--- config.mk ---
export PLATFORM = sky130hd
export DESIGN_NAME = mem_bus_seq
export DESIGN_NICKNAME = d
export VERILOG_FILES = /design/src/rtl/mem_bus_pkg.sv /design/src/rtl/bus_wait_cnt.sv /design/src/rtl/mem_bus_seq.sv
export SDC_FILE = /design/constraint.sdc
export NUM_CORES = 1
export LEC_CHECK = 0
export BUFFER_PORTS_ARGS = -buffer_cell sky130_fd_sc_hd__clkbuf_2
export CAP_MARGIN = 20
export CORE_MARGIN = 5
export CORE_UTILIZATION = 46
export DETAILED_ROUTE_END_ITERATION = 10
export PLACE_DENSITY_LB_ADDON = 0.2
export SETUP_SLACK_MARGIN = 0.1
export SYNTH_ARGS = -nofsm -noshare
export SYNTH_HDL_FRONTEND = slang
export SYNTH_SLANG_ARGS = --single-unit
--- constraint.sdc ---
create_clock -name clk -period 1.7 [get_ports clk]
set_input_delay 0.34 -clock clk [delete_from_list [all_inputs] [get_ports clk]]
set_output_delay 0.34 -clock clk [all_outputs]
set_load 0.02 [all_outputs]
--- src/rtl/mem_bus_pkg.sv ---
// rtl/mem_bus_pkg.sv - shared state encoding and constants for the memory bus sequencer
package mem_bus_pkg;

   typedef enum logic [1:0] {
      IDLE = 2'd0,
      ROM  = 2'd1,
      EXT  = 2'd2,
      DONE = 2'd3
   } bus_st_e;

   localparam int          ROM_PAGE_W = 8;
   localparam logic [7:0]  RDATA_TMO  = 8'hFF;
   localparam logic [15:0] RESET_VEC  = 16'hFFFE;

   function automatic logic rom_page_hit(input logic [15:0] a, input logic [15:0] base);
      return a[15:ROM_PAGE_W] == base[15:ROM_PAGE_W];
   endfunction

endpackage

--- src/rtl/bus_wait_cnt.sv ---
// rtl/bus_wait_cnt.sv - loadable 4-bit down-counter with zero flag, saturating at zero
module bus_wait_cnt (
   input  logic       clk,
   input  logic       reset_n,
   input  logic       load,
   input  logic [3:0] load_val,
   input  logic       dec,
   output logic [3:0] cnt,
   output logic       zero
);

   always_ff @(posedge clk or negedge reset_n) begin
      if (!reset_n) begin
         cnt <= 4'd0;
      end else if (load) begin
         cnt <= load_val;
      end else if (dec && (cnt != 4'd0)) begin
         cnt <= cnt - 4'd1;
      end
   end

   assign zero = (cnt == 4'd0);

endmodule

--- src/rtl/mem_bus_seq.sv ---
// rtl/mem_bus_seq.sv - CPU bus-cycle sequencer for the stub ROM page and the external async port
module mem_bus_seq
   import mem_bus_pkg::*;
#(
   parameter logic [15:0] ROM_BASE = 16'hFF00,
   parameter int          ROM_WAIT = 1,
   parameter int          EXT_WAIT = 2,
   parameter int          EXT_TMO  = 15
) (
   input  logic                  clk,
   input  logic                  reset_n,
   input  logic                  req,
   input  logic [15:0]           addr,
   input  logic                  we,
   input  logic [7:0]            wdata,
   output logic                  ack,
   output logic [7:0]            rdata,
   output logic                  err,
   output logic                  rom_sel,
   output logic [ROM_PAGE_W-1:0] rom_a,
   input  logic [7:0]            rom_dout,
   output logic                  ext_sel,
   output logic [15:0]           ext_a,
   output logic                  ext_we,
   output logic [7:0]            ext_din,
   input  logic [7:0]            ext_dout,
   input  logic                  ext_rdy
);

   localparam logic [7:0] TMO_LAST = 8'(EXT_TMO - 1);

   bus_st_e state, state_nxt;

   logic [3:0]            cnt;
   logic                  cnt_zero;
   logic                  cnt_load;
   logic [3:0]            cnt_val;
   logic                  cnt_dec;
   logic [7:0]            tmo, tmo_d;
   logic                  rom_hit;
   logic                  rom_last;
   logic                  tmo_hit;

   logic                  ack_d, err_d, rom_sel_d, ext_sel_d, ext_we_d;
   logic [7:0]            rdata_d, ext_din_d;
   logic [ROM_PAGE_W-1:0] rom_a_d;
   logic [15:0]           ext_a_d;

   bus_wait_cnt u_wait (
      .clk      (clk),
      .reset_n  (reset_n),
      .load     (cnt_load),
      .load_val (cnt_val),
      .dec      (cnt_dec),
      .cnt      (cnt),
      .zero     (cnt_zero)
   );

   assign rom_hit  = rom_page_hit(addr, ROM_BASE);
   assign rom_last = (cnt == 4'd1);
   assign tmo_hit  = (tmo == TMO_LAST);

   always_ff @(posedge clk or negedge reset_n) begin
      if (!reset_n) state <= IDLE;
      else          state <= state_nxt;
   end

   always_comb begin
      state_nxt = state;
      case (state)
         IDLE: if (req) state_nxt = rom_hit ? (we ? DONE : ROM) : EXT;
         ROM:  if (rom_last) state_nxt = DONE;
         // ext_rdy only counts once the minimum wait phase has drained
         EXT:  if (cnt_zero && (ext_rdy || tmo_hit)) state_nxt = DONE;
         DONE: state_nxt = IDLE;
         default: state_nxt = IDLE;
      endcase
   end

   always_comb begin
      ack_d     = 1'b0;
      err_d     = err;
      rdata_d   = rdata;
      rom_sel_d = rom_sel;
      rom_a_d   = rom_a;
      ext_sel_d = ext_sel;
      ext_a_d   = ext_a;
      ext_we_d  = ext_we;
      ext_din_d = ext_din;
      tmo_d     = tmo;
      cnt_load  = 1'b0;
      cnt_val   = 4'd0;
      cnt_dec   = 1'b0;
      case (state)
         IDLE: begin
            if (req) begin
               err_d = 1'b0;
               tmo_d = 8'd0;
               if (rom_hit && we) begin
                  err_d = 1'b1;
                  ack_d = 1'b1;
               end else if (rom_hit) begin
                  rom_sel_d = 1'b1;
                  rom_a_d   = addr[ROM_PAGE_W-1:0];
                  cnt_load  = 1'b1;
                  cnt_val   = 4'(ROM_WAIT);
               end else begin
                  ext_sel_d = 1'b1;
                  ext_a_d   = addr;
                  ext_we_d  = we;
                  ext_din_d = wdata;
                  cnt_load  = 1'b1;
                  cnt_val   = 4'(EXT_WAIT);
               end
            end
         end
         ROM: begin
            if (rom_last) begin
               rdata_d   = rom_dout;
               rom_sel_d = 1'b0;
               ack_d     = 1'b1;
            end else begin
               cnt_dec = 1'b1;
            end
         end
         EXT: begin
            if (!cnt_zero) begin
               cnt_dec = 1'b1;
            end else if (ext_rdy) begin
               if (!ext_we) rdata_d = ext_dout;
               ext_sel_d = 1'b0;
               ext_we_d  = 1'b0;
               ack_d     = 1'b1;
            end else if (tmo_hit) begin
               if (!ext_we) rdata_d = RDATA_TMO;
               err_d     = 1'b1;
               ext_sel_d = 1'b0;
               ext_we_d  = 1'b0;
               ack_d     = 1'b1;
            end else if (tmo != 8'hFF) begin
               tmo_d = tmo + 8'd1;
            end
         end
         default: ;
      endcase
   end

   always_ff @(posedge clk or negedge reset_n) begin
      if (!reset_n) begin
         ack     <= 1'b0;
         err     <= 1'b0;
         rdata   <= 8'h00;
         rom_sel <= 1'b0;
         rom_a   <= '0;
         ext_sel <= 1'b0;
         ext_a   <= 16'h0000;
         ext_we  <= 1'b0;
         ext_din <= 8'h00;
         tmo     <= 8'd0;
      end else begin
         ack     <= ack_d;
         err     <= err_d;
         rdata   <= rdata_d;
         rom_sel <= rom_sel_d;
         rom_a   <= rom_a_d;
         ext_sel <= ext_sel_d;
         ext_a   <= ext_a_d;
         ext_we  <= ext_we_d;
         ext_din <= ext_din_d;
         tmo     <= tmo_d;
      end
   end

endmodule

Word level (Yosys, flattened, before mapping)

Cells that the tools add are included.

Bits in registers: 59
Output and inout bits: 45

Add/sub/neg operators: 2
Equality and inequality tests: 21
Muxes and demuxes: 59
Bitwise logic cells: 2
Reduce and logical (&&, ||, !) cells: 19

Operator list:

| operator            | number |
|---|---|
| $mux 8              | 11 |
| $pmux 8 s2          | 2 |
| $mux 1              | 28 |
| $ne 2x2->1 const B  | 11 |
| $mux 2              | 9 |
| $reduce_and 6->1    | 3 |
| $pmux 1 s2          | 5 |
| $reduce_and 5->1    | 2 |
| $ne 3x3->1 const B  | 3 |
| $add 8x1->8 const B | 1 |
| $eq 8x4->1 const B  | 1 |
| $eq 8x8->1 const B  | 1 |
| $mux 4              | 2 |
| $ne 8x8->1 const B  | 1 |
| $pmux 2 s4          | 1 |
| $reduce_and 4->1    | 2 |
| $reduce_bool 2->1   | 4 |
| $eq 2x2->1 const B  | 2 |
| $eq 4x1->1 const B  | 1 |
| $logic_not 4->1     | 1 |
| $reduce_bool 4->1   | 1 |
| $sub 4x1->4 const B | 1 |
| $logic_and 1x1->1   | 3 |
| $pmux 1 s3          | 1 |
| other kinds (5)     | 6 |

Longest topological paths before layout

Gate-level depths: netlist of the first run.

Word-level depth: 6
Depth in mapped cells: 9
Gate-level depth less buffers: 7

Cells and area by module

A second synthesis of the first run with hierarchy kept.

Cell total of the unflattened synthesis: 293
Area, all modules: 2912.8 µm²

Modules (own cells, without submodules):

| module       | times used | cells each | area each (µm²) | sequential area each (µm²) |
|---|---|---|---|---|
| mem_bus_seq  | 1          | 266        | 2642.5          | 1376.3 |
| bus_wait_cnt | 1          | 27         | 270.3           | 100.1 |

Worst setup path before layout of the first run

No wires, ideal clock.

Path type: flip-flop to flip-flop
Start point: reg u_wait.cnt[0]
End point: reg rdata[1]
Arrival: 1.716 ns
Data required time: 1.566 ns
Path slack: -0.151 ns
Stages on the path, launching flop included: 9
Buffers on the path: 1
Clock period less this slack: 1.851 ns
Path through: dfrtp_1 inv_1 ha_1 or3b_4 a22oi_4 o211ai_2 buf_6 nand2_1 o21ai_0

Word-level cells in the longest chain between the ends: 3

RTL lines:

| what                                                 | line                                  | source |
|---|---|---|
| start, declared                                      | bus_wait_cnt.sv:8                     | `output logic [3:0] cnt,` |
| start signal, assigned                               | bus_wait_cnt.sv:16                    | `cnt <= load_val;` |
| start signal, assigned                               | bus_wait_cnt.sv:18                    | `cnt <= cnt - 4'd1;` |
| $eq 4x1->1 / $logic_not 4->1 (equally long branches) | mem_bus_seq.sv:60, bus_wait_cnt.sv:22 |  |
| $ne 2x2->1 (no line)                                 | n/a                                   |  |
| $reduce_and 6->1 (no line) (*)                       | n/a                                   |  |
| end signal, assigned                                 | mem_bus_seq.sv:163                    | `rdata <= rdata_d;` |
| end, declared                                        | mem_bus_seq.sv:17                     | `output logic [7:0] rdata,` |

Every way passes the cells marked *; elsewhere a longest branch is shown, timed or not.
A chain may end at the register's enable or synchronous reset.

Worst setup path after layout of the first run

Start point: reg u_wait.cnt[1]
End point: reg u_wait.cnt[1]

Word-level cells in the longest chain between the ends: 5

RTL lines:

| what                                                 | line                                   | source |
|---|---|---|
| $eq 4x1->1 / $logic_not 4->1 (equally long branches) | mem_bus_seq.sv:60, bus_wait_cnt.sv:22  |  |
| $mux 1 (on tied branches)                            | mem_bus_seq.sv:118, mem_bus_seq.sv:127 |  |
| $pmux 1 s2                                           | mem_bus_seq.sv:94                      | `case (state)` |
| $logic_and 1x1->1                                    | bus_wait_cnt.sv:17                     | `end else if (dec && (cnt != 4'd0)) begin` |
| $reduce_bool 2->1 (no line)                          | n/a                                    |  |

Parallel ways exist; a longest one is shown, timed or not. The select of a mux whose other input is x is not followed.

==> out/metrics.csv, run 1 <==
stage,metric,value,unit
drt,drtIter0Drc,144,
setup_path,end_kind,flip-flop,
sta,worstMarginPinSlew,0.573,ns
grt,grt_usage,21.2,%
synth,async_flop_share,100,%
synth,synth_nets,346,
sta,rsz0062_at_grt,yes,
drt,routed_wirelength,8140,um
synth,syn_area_per_cell,9.86,um^2
drt,via_count,2637,
floorplan,num_io_pins,90,
setup_path,endpoint,u_wait.cnt[1],
synth,yosysUniqueCellTypes,51,
grt,grt_start_max_net_pins,26,
final_layout,final_cells,504,
sta,final_hold_viol_count,0,
grt,grt_pass1_wl,12800,um
setup_path,required,1.97,ns
synth,syn_area,2870,um^2
synth,yosysWarnings,0,
status,status,"finished, violations left",
sta,period_needed,1.86,ns
final_layout,area_growth,44.1,%
sta,timing.final.crit_share,110,%
final_layout,fillers,451,
sta,finClkSkew,0.00813,ns
placement,pre_cts_slack,-0.188,ns
clock_tree,root_buffer,clkbuf_8,
clock_tree,clock_latency,0.34,ns
synth,synthFlopType,dfrtp_1,
setup_path,r2r_setup_slack,-0.16,ns
sta,setup_slack,-0.164,ns
setup_path,critical_path_class,flip-flop to flip-flop,
synth,synth-simple-area-share,21.0,%
floorplan,die_area,7920,um^2
synth,synth-edff-count,0,
sta,finalSetupTns,-2.86,ns
final_layout,drive_above_1_share,44.8,%
setup_path,worst_r2r_path_depth,7,
drt,wl_per_cell,16.2,um
grt,grt_pass1_vias,2629,
setup_path,crit_start,u_wait.cnt[1],
synth,synth_xor_area_share,0.916,%
placement,gp_congestion,0.931,
drt,ant_nets,0,
floorplan,initial_core_util,47.9,%
placement,hpwl,5880,um
synth,synth.yosys.seq_area_share,51.5,%
drt,avgViaCountPerCell,5.23,
sta,finalSetupViolations,24,
status,failed_checks,setup timing,
setup_path,r2r-end,u_wait.cnt[1],
sta,max_slew_margin,61.8,%
final_layout,num-nets-final,479,
setup_path,critPathArrivalTime,2.14,ns
floorplan,rows,28,
power_and_ir_drop,power.leakage,2.14,nW
grt,antenna_found_initial,0,
synth,synth_fa_ha_area_share,4.36,%
placement,port-buffer-count,89,
drt,drt_pass1_iterations,4,
synth,synthCells,291,
setup_path,r2r_start,u_wait.cnt[1],
floorplan,core_area,5990,um^2
clock_tree,cts_buffers,9,
clock_tree,clkSlewWorstSetupHoldPaths,0.07,ns
synth,ys_seq_elements,59,
clock_tree,cts_tree,built,
synth,synth_compound_area_share,15.1,%
setup_path,max_stage_delay,0.41,ns
synth,synth_top_family_by_area,simple AND/OR/NAND/NOR gates,
setup_path,start_kind,flip-flop,
setup_path,cp_slowest_cell,or3b_4,
sta,final_max_slew_viol_count,0,
final_layout,finalCoreUtilization,69.0,%
setup_path,cp_max_fo,4,
setup_path,cp_num_cells,7,
synth,synth_mux_area_share,4.36,%
clock_tree,clkSinkCount,59,
floorplan,chipHeight,89.0,um
final_layout,antenna_cells,0,
power_and_ir_drop,power_density,1820,nW/um^2
placement,dp.cells,480,
sta,max_freq,0.536,GHz
min_path,min_path_type,input pin to flip-flop,
drt,drc,0,
setup_path,path_cells,inv_2 > ha_4 > or3b_4 > a22oi_4 > nor2_2 > mux2_4 > o21ai_2,
clock_tree,h-tree-depth,3,
power_and_ir_drop,vdd_drop_max,1240,uV
clock_tree,clk_path_buf_depth,2,
setup_path,critPathBufInv,1,
floorplan,die_w,89.0,um
grt,overflow,0,
setup_path,crit_family,simple AND/OR/NAND/NOR gates,
flow_run,maxCapViolCount,0,
## cell usage after synthesis, types with 2 or more instances
master,count,area share (%)
a21o_1,3,0.78
nand2_1,86,11
clkbuf_1,4,0.52
inv_1,9,1.2
nor2_2,2,0.44
nand4_1,4,0.87
nor3_1,2,0.35
nand4b_1,2,0.61
mux2i_1,2,0.70
ha_1,10,4.4
a311oi_1,2,0.61
or3_1,2,0.44
buf_2,4,0.70
nor4_1,3,0.65
xnor2_1,3,0.92
and4_1,2,0.61
o21ai_1,3,0.52
mux2_2,8,3.1
and3_1,5,1.1
o22ai_1,7,1.5
a21oi_1,11,1.9
a31oi_1,2,0.44
dfrtp_1,59,51
o21ai_0,14,2.4
nor2_1,13,1.7
and2_1,4,0.87
## where the power goes
part           internal [mW]  switching, mW  total [mW]
clock network          0.792          0.582        1.37
registers               1.92          0.292        2.21
logic                   1.62           2.33        3.95
total                   4.33           3.21        7.54
## worst min-delay path by stage
stage	start	end	slack (ns)	cells after the start
after global routing	wdata[4]	ext_din[4]	0.19	3
after floorplan	reset_n	ack	0.04	0
after CTS	wdata[1]	ext_din[1]	0.19	3
after global placement	reset_n	rdata[2]	0.35	1
final	wdata[4]	ext_din[4]	0.19	3
after detailed placement	reset_n	rdata[2]	0.36	1
## cell families after synthesis
group                    count (synthesis)
flip-flops                              59
multiplexers                            11
AO/OA/AOI/OAI                           59
adder cells (fa/ha/maj)                 10
XOR/XNOR                                 3
AND/OR/NAND/NOR                        131
buffers and inverters                   18
## state kept, by name, summed over array words and instances, names as in the netlist
name	cells
state	2
u_wait.cnt	4
ext_a	16
ext_din	8
ext_sel	1
tmo	8
rom_sel	1
ack	1
rdata	8
ext_we	1
err	1
rom_a	8
## layer usage
layer / GRT usage, % / routed length, um / vias up
met3: 5.16 / 451 / 14
met1: 28.6 / 3590 / 1271
met5: 0 / 0 / -
met2: 33.1 / 3920 / 68
met4: 8.66 / 185 / 0
li1: - / - / 1284
## worst register-to-register path, delay by kind of cell (launching register included)
kind | cells | cell delay (ns)
AND/OR/NAND/NOR | 2 | 0.51
flip-flops | 1 | 0.39
AO/OA/AOI/OAI | 2 | 0.36
multiplexers | 1 | 0.31
adder cells (fa/ha/maj) | 1 | 0.13
buffers and inverters | 1 | 0.09
## repair_timing
| item | CTS | global route |
|---|---|---|
| setup endpoints to repair | 57 | 57 |
| buffers inserted | 3 | 3 |
| resized for setup | 16 | 9 |
| hold buffers | 1 | 0 |
| cloned | 1 | 0 |
| endpoints found under the hold margin | 2 | 0 |
| pin swaps | 11 | 6 |
## cell usage in the layout (no fill, tap or decap), types with 4 or more instances in the layout
cell       n
a21oi_1    6
a21oi_2    5
and3_1     4
buf_4     30
buf_6      7
clkbuf_2  89
clkbuf_8  12
dfrtp_1   58
ha_1       7
inv_1      4
inv_2      5
mux2_4     9
nand2_1   85
nand4_1    4
nor2_1    12
o21ai_1   13
o22ai_1    7
## layout make-up
cell class | count | area, um^2 | share of cell area, %
tap | 75 | 93.8 | 2.27
clock inverter | 4 | 47.5 | 1.15
multi-input combinational | 215 | 1500 | 36.2
inverter | 9 | 33.8 | 0.817
clock buffer | 12 | 165 | 4.00
sequential | 59 | 1480 | 35.7
timing repair buffer | 130 | 820 | 19.8
## per-stage QoR
stage / area (um^2) / hold WS (ns) / power [mW]
floorplan: 2960 / 0.0444 / 4.53
global placement: 3750 / 0.352 / 5.72
detailed placement: 3750 / 0.361 / 5.84
CTS: 4090 / 0.187 / 7.47
global route: 4130 / 0.191 / 8.05
finish: 4130 / 0.186 / 7.54
Note: power is estimated with default switching activity, not from simulation.
==> inputs of run 2 (changes only) <==
Settings changed: CORE_ASPECT_RATIO set to 1.25, CORE_UTILIZATION 46 to 51.
Clock period 1.7 ns to 1.9 ns, I/O delays scaled along.
==> run 2 against run 1 <==
  * The flow still finishes with violations (setup timing)
  * Routed wire length decreased by 6.9%
  * Clock-buffer cell count unchanged
  * Setup slack improved by 0.15 ns
  * Core utilization increased by 5.5 points
  * Die area decreased by 8.6%
  * Combinational power decreased by 11%
  * Final cell count decreased by 3.6%
  * Sequential power decreased by 9.5%
  * Final area decreased by 1.8%
  * Sequential share of layout area increased by 0.67 points
  * Power decreased by 12%
  * Largest cell class unchanged
==> out/metrics.csv, run 2 (same netlist as run 1, synthesis figures left out) <==
stage,metric,value,unit
status,status,"finished, violations left",
clock_tree,postCtsHoldBufs,0,
drt,wl_per_cell,15.6,um
final_layout,multi_input_area,1490,um^2
final_layout,fillers,393,
sta,max_slew_margin,68.2,%
setup_path,r2r_setup_slack,-0.01,ns
drt,routed_wirelength,7580,um
floorplan,die_area,7230,um^2
sta,finalSetupViolations,1,
grt,overflow,0,
sta,worstMarginPinSlew,0.477,ns
clock_tree,h-tree-depth,3,
sta,max_freq,0.523,GHz
clock_tree,clock_latency,0.34,ns
clock_tree,clkSlewWorstSetupHoldPaths,0.07,ns
clock_tree,clk_path_buf_depth,2,
grt,grt_start_max_net_pins,60,
sta,final_max_slew_viol_count,0,
power_and_ir_drop,vdd_drop_max,848,uV
placement,port-buffer-count,89,
final_layout,antenna_cells,0,
grt,grt_usage,21.4,%
power_and_ir_drop,power.leakage,2.10,nW
setup_path,path_cells,inv_2 > ha_4 > or3b_4 > a22oi_4 > buf_6 > nor2_4 > mux2_4 > o21ai_2,
sta,rsz0062_at_grt,yes,
setup_path,start_kind,flip-flop,
setup_path,required,2.17,ns
floorplan,chipHeight,93.9,um
final_layout,stdcell_area,4060,um^2
placement,hpwl,5070,um
placement,placed_cell_area,3510,um^2
floorplan,die_w,77.1,um
sta,period_needed,1.91,ns
placement,gp_congestion,0.892,
final_layout,final_cells,486,
final_layout,regArea,1480,um^2
placement,dp.cells,450,
final_layout,largest_reg_flops,16,
drt,drt_pass1_iterations,4,
final_layout,final_cell_mix,"89 x clkbuf_2, 85 x nand2_1, 58 x dfrtp_1, 26 x buf_4, 13 x nor2_1",
floorplan,rows,30,
sta,finClkSkew,0.00851,ns
status,failed_checks,setup timing,
sta,final_hold_viol_count,0,
setup_path,r2r-end,u_wait.cnt[1],
drt,drtIter0Drc,125,
final_layout,area_growth,41.4,%
power_and_ir_drop,total_power,6.64,mW
power_and_ir_drop,power_density,1640,nW/um^2
final_layout,num-nets-final,472,
clock_tree,cts_buffers,9,
setup_path,cp_max_fo,4,
clock_tree,clkSinkCount,59,
setup_path,critical_path_class,flip-flop to flip-flop,
clock_tree,cts_tree,built,
grt,antenna_found_initial,0,
setup_path,worst_r2r_path_depth,8,
floorplan,num_io_pins,90,
setup_path,max_stage_delay,0.42,ns
final_layout,final_common_cell,clkbuf_2,
min_path,min_path_type,input pin to async pin,
sta,holdWs,0.0373,ns
final_layout,top_register,ext_a,
floorplan,initial_core_util,52.7,%
grt,grt_pass1_vias,2715,
final_layout,drive_above_1_share,44.1,%
grt,grt_pass1_wl,12400,um
floorplan,core_area,5440,um^2
drt,drc,0,
setup_path,critPathArrivalTime,2.18,ns
setup_path,r2r_start,u_wait.cnt[1],
sta,timing.final.crit_share,101,%
flow_run,maxCapViolCount,0,
clock_tree,root_buffer,clkbuf_8,
drt,avgViaCountPerCell,5.36,
drt,ant_nets,0,
setup_path,end_kind,flip-flop,
sta,setup_slack,-0.0133,ns
setup_path,cp_slowest_cell,or3b_4,
drt,via_count,2606,
[run 2: how the worst max path moves through the flow]
| stage | start | end | cells after the start |
|---|---|---|---|
| 3_5_place_dp | u_wait.cnt[0] | rdata[4] | 7 |
| 5_1_grt | tmo[0] | rdata[1] | 8 |
| 2_1_floorplan | u_wait.cnt[0] | rdata[1] | 8 |
| 6_report | u_wait.cnt[1] | u_wait.cnt[1] | 8 |
| 4_1_cts | u_wait.cnt[1] | u_wait.cnt[1] | 7 |
| 3_3_place_gp | u_wait.cnt[0] | rdata[4] | 7 |
[run 2: what timing repair did]
item,in CTS,in global routing
pin swaps,8,20
endpoints found under the setup margin,25,33
cloned,1,1
setup buffers,11,7
resized for setup,12,31
endpoints found under the hold margin,0,0
[run 2: worst max-delay path: cells and delay by family, from the launching register on]
family | cells | cell delay, ns
buffers and inverters | 2 | 0.23
muxes | 1 | 0.30
and+or+nand+nor | 2 | 0.46
DFF | 1 | 0.39
adders and majority gates | 1 | 0.12
AOI/OAI and AO/OA | 2 | 0.35
[run 2: power by group]
group / total, mW / switching (mW) / internal (mW)
sequential: 2.00 / 0.282 / 1.72
clock: 1.13 / 0.490 / 0.640
combinational: 3.51 / 2.05 / 1.46
[run 2: final cells by class]
type                       count  share of cell area (%)
tap                           64                    1.97
clock inverter                 4                    1.23
clock buffer                  12                    3.58
timing repair buffer         123                    19.2
inverter                       9                   0.833
sequential                    59                    36.4
multi-input combinational    215                    36.8
[run 2: through the flow]
stage               util [%]  setup TNS, ns  setup slack [ns]
CTS                     71.2              0           0.00380
detailed placement      64.6         -0.335           -0.0585
global route            74.6          -1.41            -0.115
finish                  74.6        -0.0133           -0.0133
global placement        64.6              0           0.00400
floorplan                  -              0             0.101
[run 2: metal layers]
metal / share of wire [%] / global-route usage, % / vias to the layer above
li1: - / - / 1270
met1: 40 / 24.5 / 1224
met2: 52 / 37.6 / 98
met3: 6.9 / 6.33 / 14
met4: 2.0 / 8.17 / 0
met5: 0 / 0 / -
==> inputs of run 3 (changes only) <==
Settings changed: TNS_END_PERCENT set to 20.
==> run 3 against run 2 <==
  * The flow still finishes with violations (setup timing)
  * Clock power is essentially flat
  * Non-clock buffer count shrank 9
  * Routed wire length shrank 1.2%
  * Clock skew grew 0.0013 ns
  * Hold slack lost 0.0099 ns
  * Final cell count shrank 1.9%
  * Critical endpoint unchanged
  * Largest cell class is now registers
  * Largest power group unchanged
==> out/metrics.csv, run 3 (same netlist as run 1, synthesis figures left out) <==
stage,metric,value,unit
grt,grt_pass1_wl,12200,um
floorplan,chipHeight,93.9,um
floorplan,initial_core_util,52.7,%
final_layout,finalCoreUtilization,71.8,%
sta,finalSetupTns,-0.0433,ns
final_layout,final_cell_mix,"89 x clkbuf_2, 85 x nand2_1, 59 x dfrtp_1, 18 x buf_4, 13 x nor2_1",
status,failed_checks,setup timing,
setup_path,critical_path_class,flip-flop to flip-flop,
setup_path,critPathArrivalTime,2.21,ns
setup_path,max_stage_delay,0.42,ns
drt,via_count,2571,
clock_tree,postCtsHoldBufs,0,
final_layout,final_common_cell,clkbuf_2,
drt,drc,0,
final_layout,drive_above_1_share,40.7,%
final_layout,top_register,ext_a,
clock_tree,h-tree-depth,3,
placement,port-buffer-count,89,
sta,final_hold_viol_count,0,
setup_path,cp_slowest_cell,or3b_4,
power_and_ir_drop,vdd_drop_max,836,uV
setup_path,start_kind,flip-flop,
final_layout,final_cells,477,
grt,grt_usage,21.0,%
final_layout,num-nets-final,463,
clock_tree,clkSlewWorstSetupHoldPaths,0.07,ns
drt,ant_nets,0,
drt,routed_wirelength,7490,um
setup_path,required,2.17,ns
clock_tree,clkSinkCount,59,
clock_tree,root_buffer,clkbuf_8,
drt,wl_per_cell,15.7,um
sta,finalSetupViolations,2,
sta,timing.final.crit_share,102,%
placement,dp.cells,450,
floorplan,num_io_pins,90,
power_and_ir_drop,total_power,6.53,mW
power_and_ir_drop,power.leakage,2.04,nW
setup_path,path_cells,inv_2 > ha_4 > or3b_4 > a22oi_4 > buf_12 > nor2_4 > mux2_4 > o21ai_2,
clock_tree,clock_latency,0.34,ns
sta,max_freq,0.517,GHz
final_layout,antenna_cells,0,
placement,hpwl,5070,um
drt,drtIter0Drc,125,
setup_path,end_kind,flip-flop,
floorplan,die_w,77.1,um
floorplan,rows,30,
floorplan,core_area,5440,um^2
sta,final_max_slew_viol_count,0,
sta,worstMarginPinSlew,0.420,ns
flow_run,maxCapViolCount,0,
clock_tree,clk_path_buf_depth,2,
sta,period_needed,1.93,ns
final_layout,area_growth,36.2,%
drt,avgViaCountPerCell,5.39,
sta,rsz0062_at_grt,yes,
clock_tree,cts_tree,built,
min_path,min_path_type,input pin to async pin,
sta,finClkSkew,0.00976,ns
grt,grt_pass1_vias,2671,
placement,gp_congestion,0.892,
status,status,"finished, violations left",
final_layout,largest_reg_flops,16,
setup_path,cp_max_fo,5,
clock_tree,cts_buffers,9,
grt,antenna_found_initial,0,
sta,setup_slack,-0.0335,ns
drt,drt_pass1_iterations,4,
grt,grt_start_max_net_pins,60,
floorplan,die_area,7230,um^2
sta,max_slew_margin,72.0,%
power_and_ir_drop,power_density,1670,nW/um^2
setup_path,critPathBufInv,2,
grt,overflow,0,
setup_path,crit_family,simple AND/OR/NAND/NOR gates,
run 3: path summary, 6_finish.rpt:
path                       depth (start not counted)          start             to  slack, ns
max in group asynchronous                          2        reset_n       state[0]       1.60
setup reg to reg                                   8  u_wait.cnt[1]  u_wait.cnt[1]      -0.03
hold reg to reg                                    2      ext_a[12]      ext_a[12]       0.47
setup / recovery                                   8  u_wait.cnt[1]  u_wait.cnt[1]      -0.03
min in group clk                                   3       wdata[0]     ext_din[0]       0.23
hold / removal                                     2        reset_n       rdata[4]       0.03
run 3: cell type report:
class | instances | area, um^2
clock inverters | 4 | 50.0
fillers | 400 | 1530
multi-input cells | 215 | 1410
clock buffers | 12 | 145
repair buffers | 114 | 712
flip-flops and latches | 59 | 1480
inverters | 9 | 33.8
well taps | 64 | 80.1
run 3: layer usage:
layer | vias up | share of wire (%) | GRT usage, %
met5 | - | 0 | 0
met4 | 0 | 2.4 | 7.74
met3 | 17 | 7.1 | 6.43
met2 | 94 | 51 | 36.8
met1 | 1205 | 39 | 24.0
li1 | 1255 | - | -
run 3: stage by stage:
step	instance area [um^2]	setup slack (ns)	hold slack (ns)
final	3910	-0.0335	0.0274
after global routing	3910	-0.0801	0.0467
after CTS	3760	0.00213	0.0448
after detailed placement	3510	-0.0585	0.411
after global placement	3510	0.00400	0.414
after floorplan	2880	0.101	0.0844
run 3: where the power goes:
part / internal [mW] / switching, mW / leakage [nW] / total, mW
combinational: 1.38 / 2.00 / 1.20 / 3.38
sequential: 1.72 / 0.285 / 0.748 / 2.00
clock: 0.640 / 0.506 / 0.0926 / 1.15
run 3: repair_timing:
| item | in CTS | in global routing |
|---|---|---|
| setup buffers | 4 | 6 |
| gates cloned | 0 | 1 |
| endpoints found under the hold margin | 0 | 0 |
| endpoints found under the setup margin | 25 | 57 |
| gates resized for setup | 3 | 22 |
| pin swaps | 4 | 15 |
